--- config.mk ---
export PLATFORM = sky130hd
export DESIGN_NAME = bitxor_result_misr
export DESIGN_NICKNAME = d
export VERILOG_FILES = /design/src/rtl/bitxor_misr_pkg.sv /design/src/rtl/bitxor_misr_reg.sv /design/src/rtl/bitxor_result_misr.sv
export SDC_FILE = /design/constraint.sdc
export NUM_CORES = 1
export LEC_CHECK = 0
export ABC_AREA = 0
export BUFFER_PORTS_ARGS = -buffer_cell sky130_fd_sc_hd__buf_4
export CORE_ASPECT_RATIO = 1.4
export CORE_MARGIN = 4
export CORE_UTILIZATION = 45
export CTS_BUF_LIST = sky130_fd_sc_hd__clkbuf_8
export CTS_CLUSTER_DIAMETER = 100
export CTS_CLUSTER_SIZE = 40
export DETAILED_ROUTE_END_ITERATION = 12
export GPL_TIMING_DRIVEN = 0
export PLACE_DENSITY = 0.79
export RECOVER_POWER = 100
export SYNTH_ARGS = -nofsm -noshare
export SYNTH_HDL_FRONTEND = slang
export SYNTH_SLANG_ARGS = --single-unit
export TNS_END_PERCENT = 20
--- constraint.sdc ---
create_clock -name clk -period 3.7 [get_ports clk]
set_input_delay 0.185 -clock clk [delete_from_list [all_inputs] [get_ports clk]]
set_output_delay 0.185 -clock clk [all_outputs]
set_load 0.02 [all_outputs]
--- src/rtl/bitxor_misr_pkg.sv ---
// Purpose : shared types, defaults and the MISR update function for the
//           bitwise-XOR result signature-compaction block.
// Contents: misr_state_e (2-bit FSM encoding), default POLY/SEED, misr_next().
package bitxor_misr_pkg;

    typedef enum logic [1:0] {
        IDLE    = 2'd0,
        WARMUP  = 2'd1,
        COMPACT = 2'd2,
        DONE    = 2'd3
    } misr_state_e;

    localparam logic [15:0] MISR_POLY_DEFAULT = 16'h8016;
    localparam logic [15:0] MISR_SEED_DEFAULT = 16'hFFFF;

    // Widest signature misr_next can fold; callers zero-extend into it and
    // truncate the return value back to their own width.
    localparam int unsigned MISR_MAX_W = 64;

    // One MISR step at an arbitrary width <= MISR_MAX_W:
    // shift left, fold POLY in when the bit shifted out was 1, XOR in data.
    function automatic logic [MISR_MAX_W-1:0] misr_next(
        input logic [MISR_MAX_W-1:0] sig,
        input logic [MISR_MAX_W-1:0] poly,
        input logic [MISR_MAX_W-1:0] din,
        input int unsigned           width
    );
        logic [MISR_MAX_W-1:0] mask;
        logic                  msb;
        mask = (width >= MISR_MAX_W) ? {MISR_MAX_W{1'b1}}
                                     : ((64'd1 << width) - 64'd1);
        msb  = |(sig & (64'd1 << (width - 1)));
        return (((sig << 1) ^ (msb ? poly : 64'd0)) ^ din) & mask;
    endfunction

endpackage

--- src/rtl/bitxor_misr_reg.sv ---
// Purpose : BITWIDTH-bit signature register; load forces SEED, enable captures din.
// Latency : din_i visible on sig_o one clk edge after en_i; load beats enable.
// Ports   : clk, rst (async active-high), load_i, en_i, din_i[W], sig_o[W].
module bitxor_misr_reg #(
    parameter int unsigned         W    = 16,
    parameter logic [W-1:0]        SEED = {W{1'b1}}
) (
    input  logic         clk,
    input  logic         rst,
    input  logic         load_i,
    input  logic         en_i,
    input  logic [W-1:0] din_i,
    output logic [W-1:0] sig_o
);

    logic [W-1:0] sig_q;
    logic [W-1:0] sig_d;

    always_comb begin
        sig_d = sig_q;
        if (load_i) begin
            sig_d = SEED;
        end else if (en_i) begin
            sig_d = din_i;
        end
    end

    always_ff @(posedge clk or posedge rst) begin
        if (rst) begin
            sig_q <= SEED;
        end else begin
            sig_q <= sig_d;
        end
    end

    assign sig_o = sig_q;

endmodule

--- src/rtl/bitxor_result_misr.sv ---
// Purpose : skips WARMUP_CYCLES of upstream latency, folds NUM_SAMPLES results
//           into a MISR and registers a pass/fail compare against expected_sig.
// Latency : done/pass one cycle after the final absorb edge; no input-to-output path.
// Ports   : clk, rst, start, result[W], expected_sig[W] -> busy, done, pass, signature[W].
//           Optional `abort` input when BITXOR_MISR_ABORT_EN is defined.
module bitxor_result_misr
    import bitxor_misr_pkg::*;
#(
    parameter int unsigned           BITWIDTH      = 16,
    parameter int unsigned           WARMUP_CYCLES = 4,
    parameter int unsigned           NUM_SAMPLES   = 256,
    parameter logic [BITWIDTH-1:0]   POLY          = BITWIDTH'(MISR_POLY_DEFAULT),
    parameter logic [BITWIDTH-1:0]   SEED          = BITWIDTH'(MISR_SEED_DEFAULT)
) (
    input  logic                clk,
    input  logic                rst,
`ifdef BITXOR_MISR_ABORT_EN
    input  logic                abort,
`endif
    input  logic                start,
    input  logic [BITWIDTH-1:0] result,
    input  logic [BITWIDTH-1:0] expected_sig,
    output logic                busy,
    output logic                done,
    output logic                pass,
    output logic [BITWIDTH-1:0] signature
);

    localparam int unsigned CNT_MAX = (WARMUP_CYCLES > NUM_SAMPLES) ? WARMUP_CYCLES
                                                                    : NUM_SAMPLES;
    localparam int unsigned CNT_W   = $clog2(CNT_MAX + 1);

    // WARM_LAST is only reachable when WARMUP_CYCLES >= 2; for a one-cycle
    // warm-up the FSM jumps straight into COMPACT and never compares against it.
    localparam logic [CNT_W-1:0] WARM_LAST = CNT_W'(WARMUP_CYCLES - 2);
    localparam logic [CNT_W-1:0] SAMP_LAST = CNT_W'(NUM_SAMPLES - 1);
    localparam misr_state_e      RUN_ENTRY = (WARMUP_CYCLES == 1) ? COMPACT : WARMUP;

    misr_state_e         state_q;
    logic [CNT_W-1:0]    cnt_q;
    logic                busy_q;
    logic                done_q;
    logic                pass_q;

    logic                abort_w;
    logic                start_ok;
    logic                absorb;
    logic [BITWIDTH-1:0] sig_cur;
    logic [BITWIDTH-1:0] sig_next;

`ifdef BITXOR_MISR_ABORT_EN
    // Abort is a no-op in IDLE so that it cannot disturb the reset-like state.
    assign abort_w = abort & (state_q != IDLE);
`else
    assign abort_w = 1'b0;
`endif

    // Abort wins over both a fresh start and the final absorb.
    assign start_ok = start & ((state_q == IDLE) | (state_q == DONE)) & ~abort_w;
    assign absorb   = (state_q == COMPACT) & ~abort_w;

    assign sig_next = BITWIDTH'(misr_next(64'(sig_cur), 64'(POLY), 64'(result), BITWIDTH));

    bitxor_misr_reg #(
        .W    (BITWIDTH),
        .SEED (SEED)
    ) u_misr_reg (
        .clk    (clk),
        .rst    (rst),
        .load_i (start_ok),
        .en_i   (absorb),
        .din_i  (sig_next),
        .sig_o  (sig_cur)
    );

    always_ff @(posedge clk or posedge rst) begin
        if (rst) begin
            state_q <= IDLE;
            cnt_q   <= '0;
            busy_q  <= 1'b0;
            done_q  <= 1'b0;
            pass_q  <= 1'b0;
        end else if (abort_w) begin
            state_q <= IDLE;
            cnt_q   <= '0;
            busy_q  <= 1'b0;
            done_q  <= 1'b0;
            pass_q  <= 1'b0;
        end else begin
            case (state_q)
                IDLE, DONE: begin
                    if (start) begin
                        state_q <= RUN_ENTRY;
                        cnt_q   <= '0;
                        busy_q  <= 1'b1;
                        done_q  <= 1'b0;
                        pass_q  <= 1'b0;
                    end
                end
                WARMUP: begin
                    if (cnt_q == WARM_LAST) begin
                        state_q <= COMPACT;
                        cnt_q   <= '0;
                    end else begin
                        cnt_q   <= cnt_q + CNT_W'(1);
                    end
                end
                COMPACT: begin
                    if (cnt_q == SAMP_LAST) begin
                        state_q <= DONE;
                        cnt_q   <= '0;
                        busy_q  <= 1'b0;
                        done_q  <= 1'b1;
                        // Compare the value being written this edge, not the
                        // one currently held, so pass lines up with done.
                        pass_q  <= (sig_next == expected_sig);
                    end else begin
                        cnt_q   <= cnt_q + CNT_W'(1);
                    end
                end
                default: begin
                    state_q <= IDLE;
                    cnt_q   <= '0;
                    busy_q  <= 1'b0;
                    done_q  <= 1'b0;
                    pass_q  <= 1'b0;
                end
            endcase
        end
    end

    assign busy      = busy_q;
    assign done      = done_q;
    assign pass      = pass_q;
    assign signature = sig_cur;

endmodule

Word-level counts from Yosys, hierarchy flattened --
Cells that the tools add are included.
Word-level totals: flip-flop bits (word level) 30, output and inout port bits 19, bits of input ports 35, logic and storage cells 45, memories kept 0, bits in read-only memories 0, bits in latches 0, memory bits (writable) 0
Cells by class: reductions and logical operators 6, shift operators 0, eq/ne operators 9, magnitude comparators 0, add/sub/neg operators 1, muxes and demuxes 19, div/mod/pow operators 0, $mul 0, bitwise gates (word level) 4
Operators by type and width (number):
- $mux 16 | 3
- $xor 16x16->16 | 2
- $mux 9 | 3
- $pmux 9 s3 | 1
- $eq 16x16->1 | 1
- $add 9x1->9 const B | 1
- $eq 9x2->1 const B | 1
- $eq 9x8->1 const B | 1
- $mux 2 | 3
- $pmux 1 s2 | 3
- $pmux 2 s3 | 1
- $reduce_and 3->1 | 2
- $mux 1 | 5
- $eq 2x2->1 const B | 2
- $ne 2x2->1 const B | 2
- $reduce_bool 2->1 | 2
- $eq 2x1->1 const B | 1
- $logic_not 2->1 | 1
- $ne 2x1->1 const B | 1
- $reduce_or 2->1 | 1
- $and 1x1->1 | 1
- $or 1x1->1 | 1

Depth between registers and ports, before layout --
Gate-level depths: netlist of run 1.
word-level depth 6, mapped depth 7

Cells and area by module --
From an unflattened synthesis of run 1, not the netlist that was laid out.
Unflattened totals: cells, all modules 186, area, all modules 1871.8 sq um
By module, submodules not included:
- bitxor_result_misr | seq. area each 350.3 sq um, cells an instance 132, area an instance 1168.6 sq um, instances 1
- bitxor_misr_reg | seq. area each 420.4 sq um, cells an instance 54, area an instance 703.2 sq um, instances 1

Worst setup path before layout of run 1 --
Ideal clock, no wire load.
kind register -> register, start register cnt_q[0], end register cnt_q[6], arrival time 1681 ps, setup slack 1893 ps, buffers on the path 1, library setup time 126 ps, cell stages (with the launch flop) 8, clock period less this slack 1807 ps, cell sequence dfrtp_1 inv_1 ha_1 or4b_1 o21ai_2 buf_6 a21oi_1 a221o_1
On the way: word-level cells in the longest chain between the ends 3, elaborated cells on any way between the ends 6, classes of those cells 1 x add/sub; 2 x eq/ne; 3 x mux
RTL lines:
- from (decl) | RTL line bitxor_result_misr.sv:40 | logic [CNT_W-1:0] cnt_q;
- from (signal assigned) | RTL line bitxor_result_misr.sv:105 | cnt_q <= cnt_q + CNT_W'(1);
- from (signal assigned) | RTL line bitxor_result_misr.sv:118 | cnt_q <= cnt_q + CNT_W'(1);
- $add 9x1->9, or another cell as far along | RTL line bitxor_result_misr.sv:105, bitxor_result_misr.sv:118
- $mux 9, on equally long branches | RTL line bitxor_result_misr.sv:109, bitxor_result_misr.sv:101
- $pmux 9 s3 (*) | RTL line bitxor_result_misr.sv:90 | case (state_q)
Every way passes the cells marked *; elsewhere a longest branch is shown, timed or not. A chain may end at the register's enable or synchronous reset.

Worst setup path after layout of run 1 --
start register cnt_q[0], end register cnt_q[7]
Same word-level chain as after synthesis.

==> results of run 1 <==
==> flip-flops by register name (all words and copies together), names as in the netlist <==
name              count
u_misr_reg.sig_o     16
cnt_q                 9
state_q               2
busy                  1
done                  1
pass                  1
==> cells in the mapped netlist <==
cell,number
a2bb2oi_1,1
clkbuf_1,6
and2_1,4
nor2_1,22
and4_1,1
nand2_1,15
nand3_1,6
or4_1,1
buf_4,1
dfrtp_1,14
a31o_2,1
o2bb2ai_1,1
xnor3_1,12
a2111oi_0,4
a2111oi_1,1
o22ai_1,2
xnor2_1,10
a21boi_0,1
buf_2,2
a221o_1,8
o21ai_2,1
nor4_1,2
and4b_1,1
buf_6,1
or3_1,2
xor2_1,10
inv_1,7
a31oi_1,1
or4b_1,1
ha_1,6
nand4_1,2
o21ai_0,16
a21o_1,2
buf_1,1
nand2b_1,1
mux2_2,1
a221oi_1,1
a22o_1,1
a21oi_1,4
mux2i_1,2
dfstp_2,16
nor3_1,1
and3_1,2
nor2b_1,2
==> worst max-delay path: stages, from the launching register on <==
cell,delay [ns]
dfrtp_1,0.42
inv_1,0.08
ha_1,0.14
or4b_1,0.41
o21ai_0,0.31
clkbuf_1,0.41
a2111oi_0,0.19
a221o_1,0.31
==> final timing paths <==
check	from	end	slack [ns]	depth (start not counted)
worst min-delay path	result[0]	u_misr_reg.sig_o[0]	0.15	3
worst max-delay path	cnt_q[0]	cnt_q[7]	1.32	7
worst min register to register	busy	busy	0.54	1
min in group asynchronous	rst	pass	0.21	2
max in group asynchronous	rst	state_q[0]	2.82	2
worst max register to register	cnt_q[0]	cnt_q[7]	1.32	7
==> cell type report <==
class	instances	share of cell area
Multi-Input combinational cell	149	0.457
Sequential cell	30	0.301
Timing Repair Buffer	53	0.150
Clock buffer	6	0.0323
Tap cell	60	0.0294
Buffer	11	0.0161
Inverter	7	0.0103
Clock inverter	2	0.00342
==> cell families after synthesis <==
| kind of cell | synth area share |
|---|---|
| mux | 0.0154 |
| flops | 0.380 |
| compound gates | 0.157 |
| xor+xnor | 0.220 |
| fa+ha+maj | 0.0370 |
| buf+inv | 0.0401 |
| simple gates | 0.150 |
==> per-layer routing <==
metal,track usage,wire (um)
met1,0.187,1840
met4,0.0788,114
met5,0,0
met3,0.0452,288
met2,0.353,2670
==> power by group <==
part | internal, uW | total, uW | switching, uW
registers | 430 | 513 | 82.7
clock network | 147 | 269 | 123
logic | 387 | 876 | 488
total | 965 | 1660 | 694
==> per-stage QoR <==
stage / utilization / hold WS (ns) / area [um2] / worst slack (ns) / cells
floorplan: - / 0.264 / 2030 / 1.89 / 197
global placement: 0.580 / 0.429 / 2500 / 1.75 / 310
global route: 0.593 / 0.154 / 2560 / 1.18 / 318
finish: 0.593 / 0.153 / 2560 / 1.32 / 318
CTS: 0.601 / 0.141 / 2590 / 1.68 / 318
detailed placement: 0.580 / 0.442 / 2500 / 1.72 / 310
==> out/qor.csv, run 1 <==
stage,metric,value,unit
timing,Sum Neg Setup Slack,0,ns
synth,synth warn,0,
clock_network,hold-fix buffers at CTS,0,
critical_path,CP Launch Type,flip-flop,
floorplan,starting density of the core,0.470,
routing,"wirelength, routed",4920,um
job,Max Cap Viol,0,
clock_network,CTS root buffer,clkbuf_8,
power_and_ir_drop,PwrDens,648,nW/um2
floorplan,Chip Height,87.4,um
timing,measured slew at the worst slew-check pin,1.13,ns
critical_path,Crit Path Max Fanout,10,
clock_network,TritonCTS clock tree,built,
routing,routed len/inst,15.5,um
timing,Final period util,0.644,
place,IO Port Bufs,53,
clock_network,clock sink count,30,
floorplan,core area,4310,um2
routing,DRC viols,0,
place,DP HPWL,3750,um
critical_path,Arrival @ worst endpoint,2.55,ns
routing,drt first pass iters,4,
synth,Mapped Area,2030,um2
clock_network,clock slew at reported path FFs,0.06,ns
synth,register bit total from synthesis,30,
timing,Final Hold Fails,0,
global_routing,global-route wire length before repair,7990,um
routing,Antenna Nets Post-Route,0,
global_routing,largest net degree at the start of global routing,31,
timing,crit path time final,2.38,ns
global_routing,vias in the first global route,1773,
timing,RSZ-0062 raised after global routing,no,
cells_and_area,Filler cells,407,
power_and_ir_drop,LEAKAGE,0.00121,uW
clock_network,Num CTS Buffers,5,
synth,syn_nets,238,
place,gpl congestion,0.862,
timing,Final Setup Violations,0,
cells_and_area,sequential cell area,771,um2
synth,synth top area cells,"dfstp_2 21%, dfrtp_1 17%, xnor3_1 13%",
routing,DR vias/cell,5.42,
synth,Cells after Synth,197,
synth,syn_area_per_cell,10.3,um2
power_and_ir_drop,Worst IR Drop VDD,0.208,mV
cells_and_area,multi-input combinational cell area,1170,um2
global_routing,Total GRT Usage,0.185,
clock_network,post-CTS sizing,0,
power_and_ir_drop,total power,1660,uW
min_path,Hold Path Class,in2reg,
floorplan,die area,5660,um2
cells_and_area,share of layout cells above drive strength 1,0.229,
clock_network,Post-CTS Setup Inserts,0,
synth,largest area contributor in the netlist,dfstp_2,
cells_and_area,most frequent cells in the layout,"48 x buf_4, 22 x nor2_1, 17 x o21ai_0",
synth,top cell type's share of synthesized area,0.207,
clock_network,clk_lat worst skew,0.29,ns
synth,Yosys cell types,44,
cells_and_area,Area Overhead vs Synth,26.2,%
cells_and_area,# diodes,0,
routing,via count,1723,
clock_network,H-tree levels,2,
critical_path,critical path capture point type,flip-flop,
clock_network,Clock Tree Buf Depth,2,
timing,Worst slew margin,0.243,
critical_path,"Req. time, crit path",3.87,ns
cells_and_area,"most common cell after layout, fill and taps aside",buf_4,
floorplan,num ports,54,
timing,Clock Skew,0.00552,ns
cells_and_area,layout net count,298,
floorplan,Rows,28,
routing,initial drt markers,65,
critical_path,critical path type,reg2reg,
outcome,outcome,completed,
timing,Fmax achieved,0.420,GHz
global_routing,Congestion Overflow GR,0,
timing,fin. max-slew vios,0,
floorplan,Die W,64.7,um
global_routing,initial antenna violation count,0,
synth,post-synthesis sequential area ratio,0.380,
Power figures use the tool's default switching activity.
==> run 2: changes to the inputs <==
==> constraint.sdc (replaced) <==
create_clock -name clk -period 2.4 [get_ports clk]
set_input_delay 0.12 -clock clk [delete_from_list [all_inputs] [get_ports clk]]
set_output_delay 0.12 -clock clk [all_outputs]
set_load 0.02 [all_outputs]
==> run 2 against run 1 <==
  * First-iteration DRC count up 9.2%
  * Count of clock-buffer cells in the layout unchanged
  * Register-to-register slack worse by 1.0 ns
  * Final area rose by 0.39%
  * Utilization rose by 0.23 points
  * Largest cell class unchanged
  * Highest routed layer unchanged
==> out/qor.csv, run 2 (same netlist as run 1, synthesis figures left out) <==
stage,metric,value,unit,change
timing,measured slew at the worst slew-check pin,1.13,ns,-0.000493 ns
clock_network,Num CTS Buffers,5,,unchanged
outcome,outcome,completed,,
critical_path,"Req. time, crit path",2.57,ns,-1.30 ns
clock_network,clock slew at reported path FFs,0.06,ns,about the same
place,placed cell area,2500,um2,unchanged
min_path,Hold Path Depth,3,,unchanged
min_path,WHS Endpoint,u_misr_reg.sig_o[0],,
critical_path,Crit Path Max Fanout,5,,-5
place,IO Port Bufs,53,,unchanged
critical_path,Reg-to-Reg Start,cnt_q[0],,
routing,via count,1721,,-0.12%
cells_and_area,share of layout cells above drive strength 1,0.236,,+0.00775
routing,DRC viols,0,,unchanged
timing,Sum Neg Setup Slack,0,ns,unchanged
critical_path,register-to-register setup slack,0.28,ns,-1.04 ns
min_path,Hold Path Class,in2reg,,
cells_and_area,layout net count,298,,unchanged
timing,RSZ-0062 raised after global routing,no,,
clock_network,clock sink count,30,,unchanged
cells_and_area,"most common cell after layout, fill and taps aside",buf_4,,
cells_and_area,Area Overhead vs Synth,26.7,%,
timing,Worst slew margin,0.243,,+0.000329
job,Max Cap Viol,0,,unchanged
clock_network,TritonCTS clock tree,built,,
clock_network,hold-fix buffers at CTS,0,,unchanged
cells_and_area,final instance area,2570,um2,+0.39%
floorplan,starting density of the core,0.470,,unchanged
timing,Final Setup Violations,0,,unchanged
timing,crit path time final,2.12,ns,-0.258 ns
timing,Final period util,0.885,,+0.241
floorplan,core area,4310,um2,unchanged
global_routing,global-route wire length before repair,7990,um,unchanged
routing,Antenna Nets Post-Route,0,,unchanged
power_and_ir_drop,LEAKAGE,0.00121,uW,+0.54%
cells_and_area,multi-input combinational cell area,1170,um2,+0.11%
global_routing,Total GRT Usage,0.185,,unchanged
clock_network,H-tree levels,2,,unchanged
critical_path,R2R Path End,cnt_q[7],,
critical_path,critical path type,reg2reg,,
routing,DR vias/cell,5.41,,-0.12%
cells_and_area,most frequent cells in the layout,"48 x buf_4, 22 x nor2_1, 17 x o21ai_0, 15 x nand2_1, 15 x dfstp_1",,
routing,routed len/inst,15.4,um,-0.49%
place,gpl congestion,0.862,,unchanged
cells_and_area,sequential cell area,771,um2,unchanged
timing,Fmax achieved,0.471,GHz,+12%
critical_path,critical path capture point type,flip-flop,,
clock_network,clk_lat worst skew,0.29,ns,about the same
critical_path,Arrival @ worst endpoint,2.29,ns,-0.26 ns
timing,Clock Skew,0.00367,ns,-0.00184 ns
global_routing,largest net degree at the start of global routing,31,,unchanged
cells_and_area,Filler cells,408,,+0.25%
global_routing,vias in the first global route,1773,,unchanged
floorplan,num ports,54,,unchanged
power_and_ir_drop,PwrDens,1000,nW/um2,+54%
power_and_ir_drop,Worst IR Drop VDD,0.317,mV,+53%
clock_network,CTS root buffer,clkbuf_8,,
clock_network,Post-CTS Setup Inserts,0,,unchanged
routing,drt first pass iters,4,,unchanged
min_path,Hold Crit Start,result[0],,
timing,fin. max-slew vios,0,,unchanged
floorplan,Die W,64.7,um,unchanged
cells_and_area,# diodes,0,,unchanged
critical_path,CP Launch Type,flip-flop,,
clock_network,post-CTS sizing,0,,unchanged
global_routing,initial antenna violation count,0,,unchanged
floorplan,die area,5660,um2,unchanged
floorplan,Chip Height,87.4,um,unchanged
timing,Final Hold Fails,0,,unchanged
global_routing,Congestion Overflow GR,0,,unchanged
clock_network,Clock Tree Buf Depth,2,,unchanged
routing,"wirelength, routed",4890,um,-0.49%
critical_path,reg2reg path depth,6,,-1
routing,initial drt markers,71,,+9.2%
floorplan,Rows,28,,unchanged
cells_and_area,max reg flops,16,,unchanged
place,DP HPWL,3750,um,unchanged
run 2: per-layer routing:
metal,share of wire,GRT usage,wire (um),up-vias
met1,0.38,0.187,1850,843
li1,-,-,-,818
met2,0.55,0.353,2670,50
met5,0,0,0,-
met3,0.052,0.0452,256,10
met4,0.022,0.0788,109,0
run 2: worst max path at each step:
stage / cells after the start / from / end
final: 6 / cnt_q[0] / cnt_q[7]
after global routing: 6 / cnt_q[0] / cnt_q[7]
after CTS: 6 / cnt_q[0] / cnt_q[7]
after detailed placement: 6 / cnt_q[0] / cnt_q[4]
after global placement: 6 / cnt_q[0] / cnt_q[0]
after floorplan: 7 / cnt_q[0] / cnt_q[6]
run 2: per-stage QoR:
stage                     hold WS [ns]  instances  power [uW]  setup WS (ns)   util
final                           0.0869        318        2570          0.276  0.596
after CTS                       0.0757        318        2640          0.381  0.601
after global placement           0.364        310        2190          0.448  0.580
after detailed placement         0.377        310        2220          0.422  0.580
after global routing            0.0887        318        2750          0.126  0.596
after floorplan                  0.199        197        1790          0.593      -
run 2: cell type report:
cell class              count  area share
clock buffers               6      0.0322
plain buffers              11      0.0195
multi-input cells         149       0.456
repair buffers             53       0.149
flip-flops and latches     30       0.300
well taps                  60      0.0292
clock inverters             2     0.00341
inverters                   7      0.0102
run 2: worst max-delay path, stage by stage (launching register included):
cell and delay (ns):
dfrtp_1 0.42, inv_1 0.08, ha_1 0.14, or4b_1 0.41, o21ai_0 0.35, a21oi_1 0.23, a221o_1 0.38
run 2: report_power, final:
| part | switching, uW | internal, uW |
|---|---|---|
| Sequential | 127 | 663 |
| Combinational | 751 | 615 |
| Clock | 188 | 226 |
==> run 3: changes to the inputs <==
--- a/config.mk
+++ b/config.mk
@@ -9,13 +9,13 @@
 export BUFFER_PORTS_ARGS = -buffer_cell sky130_fd_sc_hd__buf_4
 export CORE_ASPECT_RATIO = 1.4
 export CORE_MARGIN = 4
-export CORE_UTILIZATION = 45
+export CORE_UTILIZATION = 30
 export CTS_BUF_LIST = sky130_fd_sc_hd__clkbuf_8
 export CTS_CLUSTER_DIAMETER = 100
-export CTS_CLUSTER_SIZE = 40
+export CTS_CLUSTER_SIZE = 14
 export DETAILED_ROUTE_END_ITERATION = 12
 export GPL_TIMING_DRIVEN = 0
-export PLACE_DENSITY = 0.79
+export PLACE_DENSITY = 0.59
 export RECOVER_POWER = 100
 export SYNTH_ARGS = -nofsm -noshare
 export SYNTH_HDL_FRONTEND = slang
==> constraint.sdc (replaced) <==
create_clock -name clk -period 2.6 [get_ports clk]
set_input_delay 0.13 -clock clk [delete_from_list [all_inputs] [get_ports clk]]
set_output_delay 0.13 -clock clk [all_outputs]
set_load 0.02 [all_outputs]
==> run 3 against run 2 <==
  * Count of clock-buffer cells in the layout is 1 lower
  * Via count is 0.52% lower
  * First-iteration DRC count is 20% lower
==> out/qor.csv, run 3 (same netlist as run 1, synthesis figures left out) <==
stage,metric,value,unit,change
outcome,outcome,completed,,
floorplan,die area,8150,um2,+44%
routing,via count,1712,,-0.52%
routing,initial drt markers,57,,-20%
power_and_ir_drop,total power,2360,uW,-8.1%
critical_path,Arrival @ worst endpoint,2.34,ns,+0.05 ns
routing,DRC viols,0,,unchanged
timing,measured slew at the worst slew-check pin,1.31,ns,+0.172 ns
clock_network,CTS root buffer,clkbuf_8,,
global_routing,met1 usage,0.165,,-0.0221
timing,Fmax achieved,0.458,GHz,-2.7%
floorplan,Chip Height,105,um,+20%
routing,routed len/inst,15.9,um,+3.2%
global_routing,busiest layer in global routing,met2,,
min_path,Hold Path Class,in2reg,,
clock_network,clock slew at reported path FFs,0.06,ns,about the same
clock_network,clk_lat worst skew,0.28,ns,about the same
timing,Final Hold Fails,0,,unchanged
clock_network,TritonCTS clock tree,built,,
cells_and_area,max reg flops,16,,unchanged
timing,Hold Slack,0.116,ns,+0.0296 ns
cells_and_area,Area Overhead vs Synth,27.8,%,
floorplan,starting density of the core,0.309,,-0.162
critical_path,critical path type,reg2reg,,
cells_and_area,layout net count,300,,+0.67%
global_routing,largest net degree at the start of global routing,31,,unchanged
cells_and_area,# diodes,0,,unchanged
clock_network,clock sink count,30,,unchanged
global_routing,vias in the first global route,1762,,-0.62%
floorplan,Die W,77.5,um,+20%
global_routing,Total GRT Usage,0.136,,-0.0487
cells_and_area,final core occ,0.394,,-0.202
power_and_ir_drop,PwrDens,912,nW/um2,-8.9%
clock_network,Num CTS Buffers,5,,unchanged
clock_network,H-tree levels,2,,unchanged
critical_path,Critical Path Source,cnt_q[0],,
global_routing,global-route wire length before repair,8870,um,+11%
cells_and_area,most frequent cells in the layout,"48 x buf_4, 22 x nor2_1, 17 x o21ai_0, 15 x nand2_1, 15 x dfstp_1",,
timing,RSZ-0062 raised after global routing,no,,
global_routing,initial antenna violation count,0,,unchanged
critical_path,Worst Setup EP,cnt_q[3],,
global_routing,GR Layer Usage met3,0.0350,,-0.0102
critical_path,R2R Path End,cnt_q[3],,
cells_and_area,share of layout cells above drive strength 1,0.235,,-0.00182
place,IO Port Bufs,53,,unchanged
critical_path,critical path capture point type,flip-flop,,
timing,Final period util,0.840,,-0.0450
floorplan,core area,6570,um2,+52%
critical_path,"Req. time, crit path",2.75,ns,+0.18 ns
cells_and_area,"most common cell after layout, fill and taps aside",buf_4,,
place,gpl congestion,0.795,,-7.8%
timing,Sum Neg Setup Slack,0,ns,unchanged
timing,Worst slew margin,0.129,,-0.114
floorplan,num ports,54,,unchanged
job,Max Cap Viol,0,,unchanged
clock_network,Clock Tree Buf Depth,2,,unchanged
critical_path,Crit Path Max Fanout,5,,unchanged
global_routing,Congestion Overflow GR,0,,unchanged
place,DP HPWL,4050,um,+8.0%
timing,Final Setup Violations,0,,unchanged
power_and_ir_drop,Worst IR Drop VDD,0.260,mV,-18%
timing,final worst-path setup slack,0.416,ns,+0.140 ns
critical_path,register-to-register setup slack,0.42,ns,+0.14 ns
critical_path,reg2reg path depth,6,,unchanged
routing,Antenna Nets Post-Route,0,,unchanged
critical_path,CP Launch Type,flip-flop,,
min_path,Hold Crit Start,result[0],,
place,pre-CTS setup slack,0.591,ns,+0.169 ns
routing,drt first pass iters,4,,unchanged
critical_path,Reg-to-Reg Start,cnt_q[0],,
timing,crit path time final,2.18,ns,+0.0600 ns
routing,DR vias/cell,5.13,,-5.3%
timing,Clock Skew,0.00937,ns,+0.00570 ns
power_and_ir_drop,LEAKAGE,0.00122,uW,+0.17%
global_routing,met2 global-route usage,0.239,,-0.114
routing,"wirelength, routed",5300,um,+8.4%
floorplan,Rows,35,,+25%
timing,fin. max-slew vios,0,,unchanged
-- run 3: worst min path at each step --
stage | to | slack [ns] | depth (start not counted)
floorplan | busy | 0.21 | 1
global placement | u_misr_reg.sig_o[0] | 0.40 | 3
detailed placement | u_misr_reg.sig_o[0] | 0.40 | 3
CTS | u_misr_reg.sig_o[0] | 0.11 | 3
global route | u_misr_reg.sig_o[0] | 0.14 | 3
finish | u_misr_reg.sig_o[0] | 0.12 | 3
-- run 3: area by class of cell --
cell class              instances  area, um2
clock buffers                   5       68.8
flip-flops and latches         30        771
multi-input cells             149       1170
repair buffers                 55        397
fillers                       650       3980
well taps                      74       92.6
plain buffers                  11       50.0
clock inverters                 3       13.8
inverters                       7       26.3
-- run 3: report_power, final --
| part | internal (uW) | switching [uW] | leakage (uW) |
|---|---|---|---|
| Clock | 181 | 181 | 0.0000491 |
| Combinational | 568 | 700 | 0.000831 |
| Sequential | 612 | 118 | 0.000335 |
| Total | 1360 | 1000 | 0.00122 |
-- run 3: per-layer routing --
metal	vias up	wire (um)	share of wire
met1	823	2250	0.42
met5	-	0	0
met2	53	2650	0.50
met4	0	88	0.017
met3	7	321	0.061
li1	829	-	-
-- run 3: what timing repair did --
action / CTS / global route
setup buffers: 0 / 0
endpoints found under the hold margin: 0 / 3
hold buffers: 0 / 1
resized for setup: 0 / 0
-- run 3: critical path, stage by stage (launching register included) --
cell     delay [ns]
dfrtp_1        0.42
inv_1          0.07
ha_1           0.14
or4b_1         0.42
o21ai_0        0.37
a21oi_1        0.26
a221o_1        0.38
-- run 3: stage by stage --
stage          cell area [um2]  instances
3_5_place_dp              2520        324
4_1_cts                   2600        332
3_3_place_gp              2520        324
2_1_floorplan             2030        197
6_report                  2590        334
5_1_grt                   2590        334
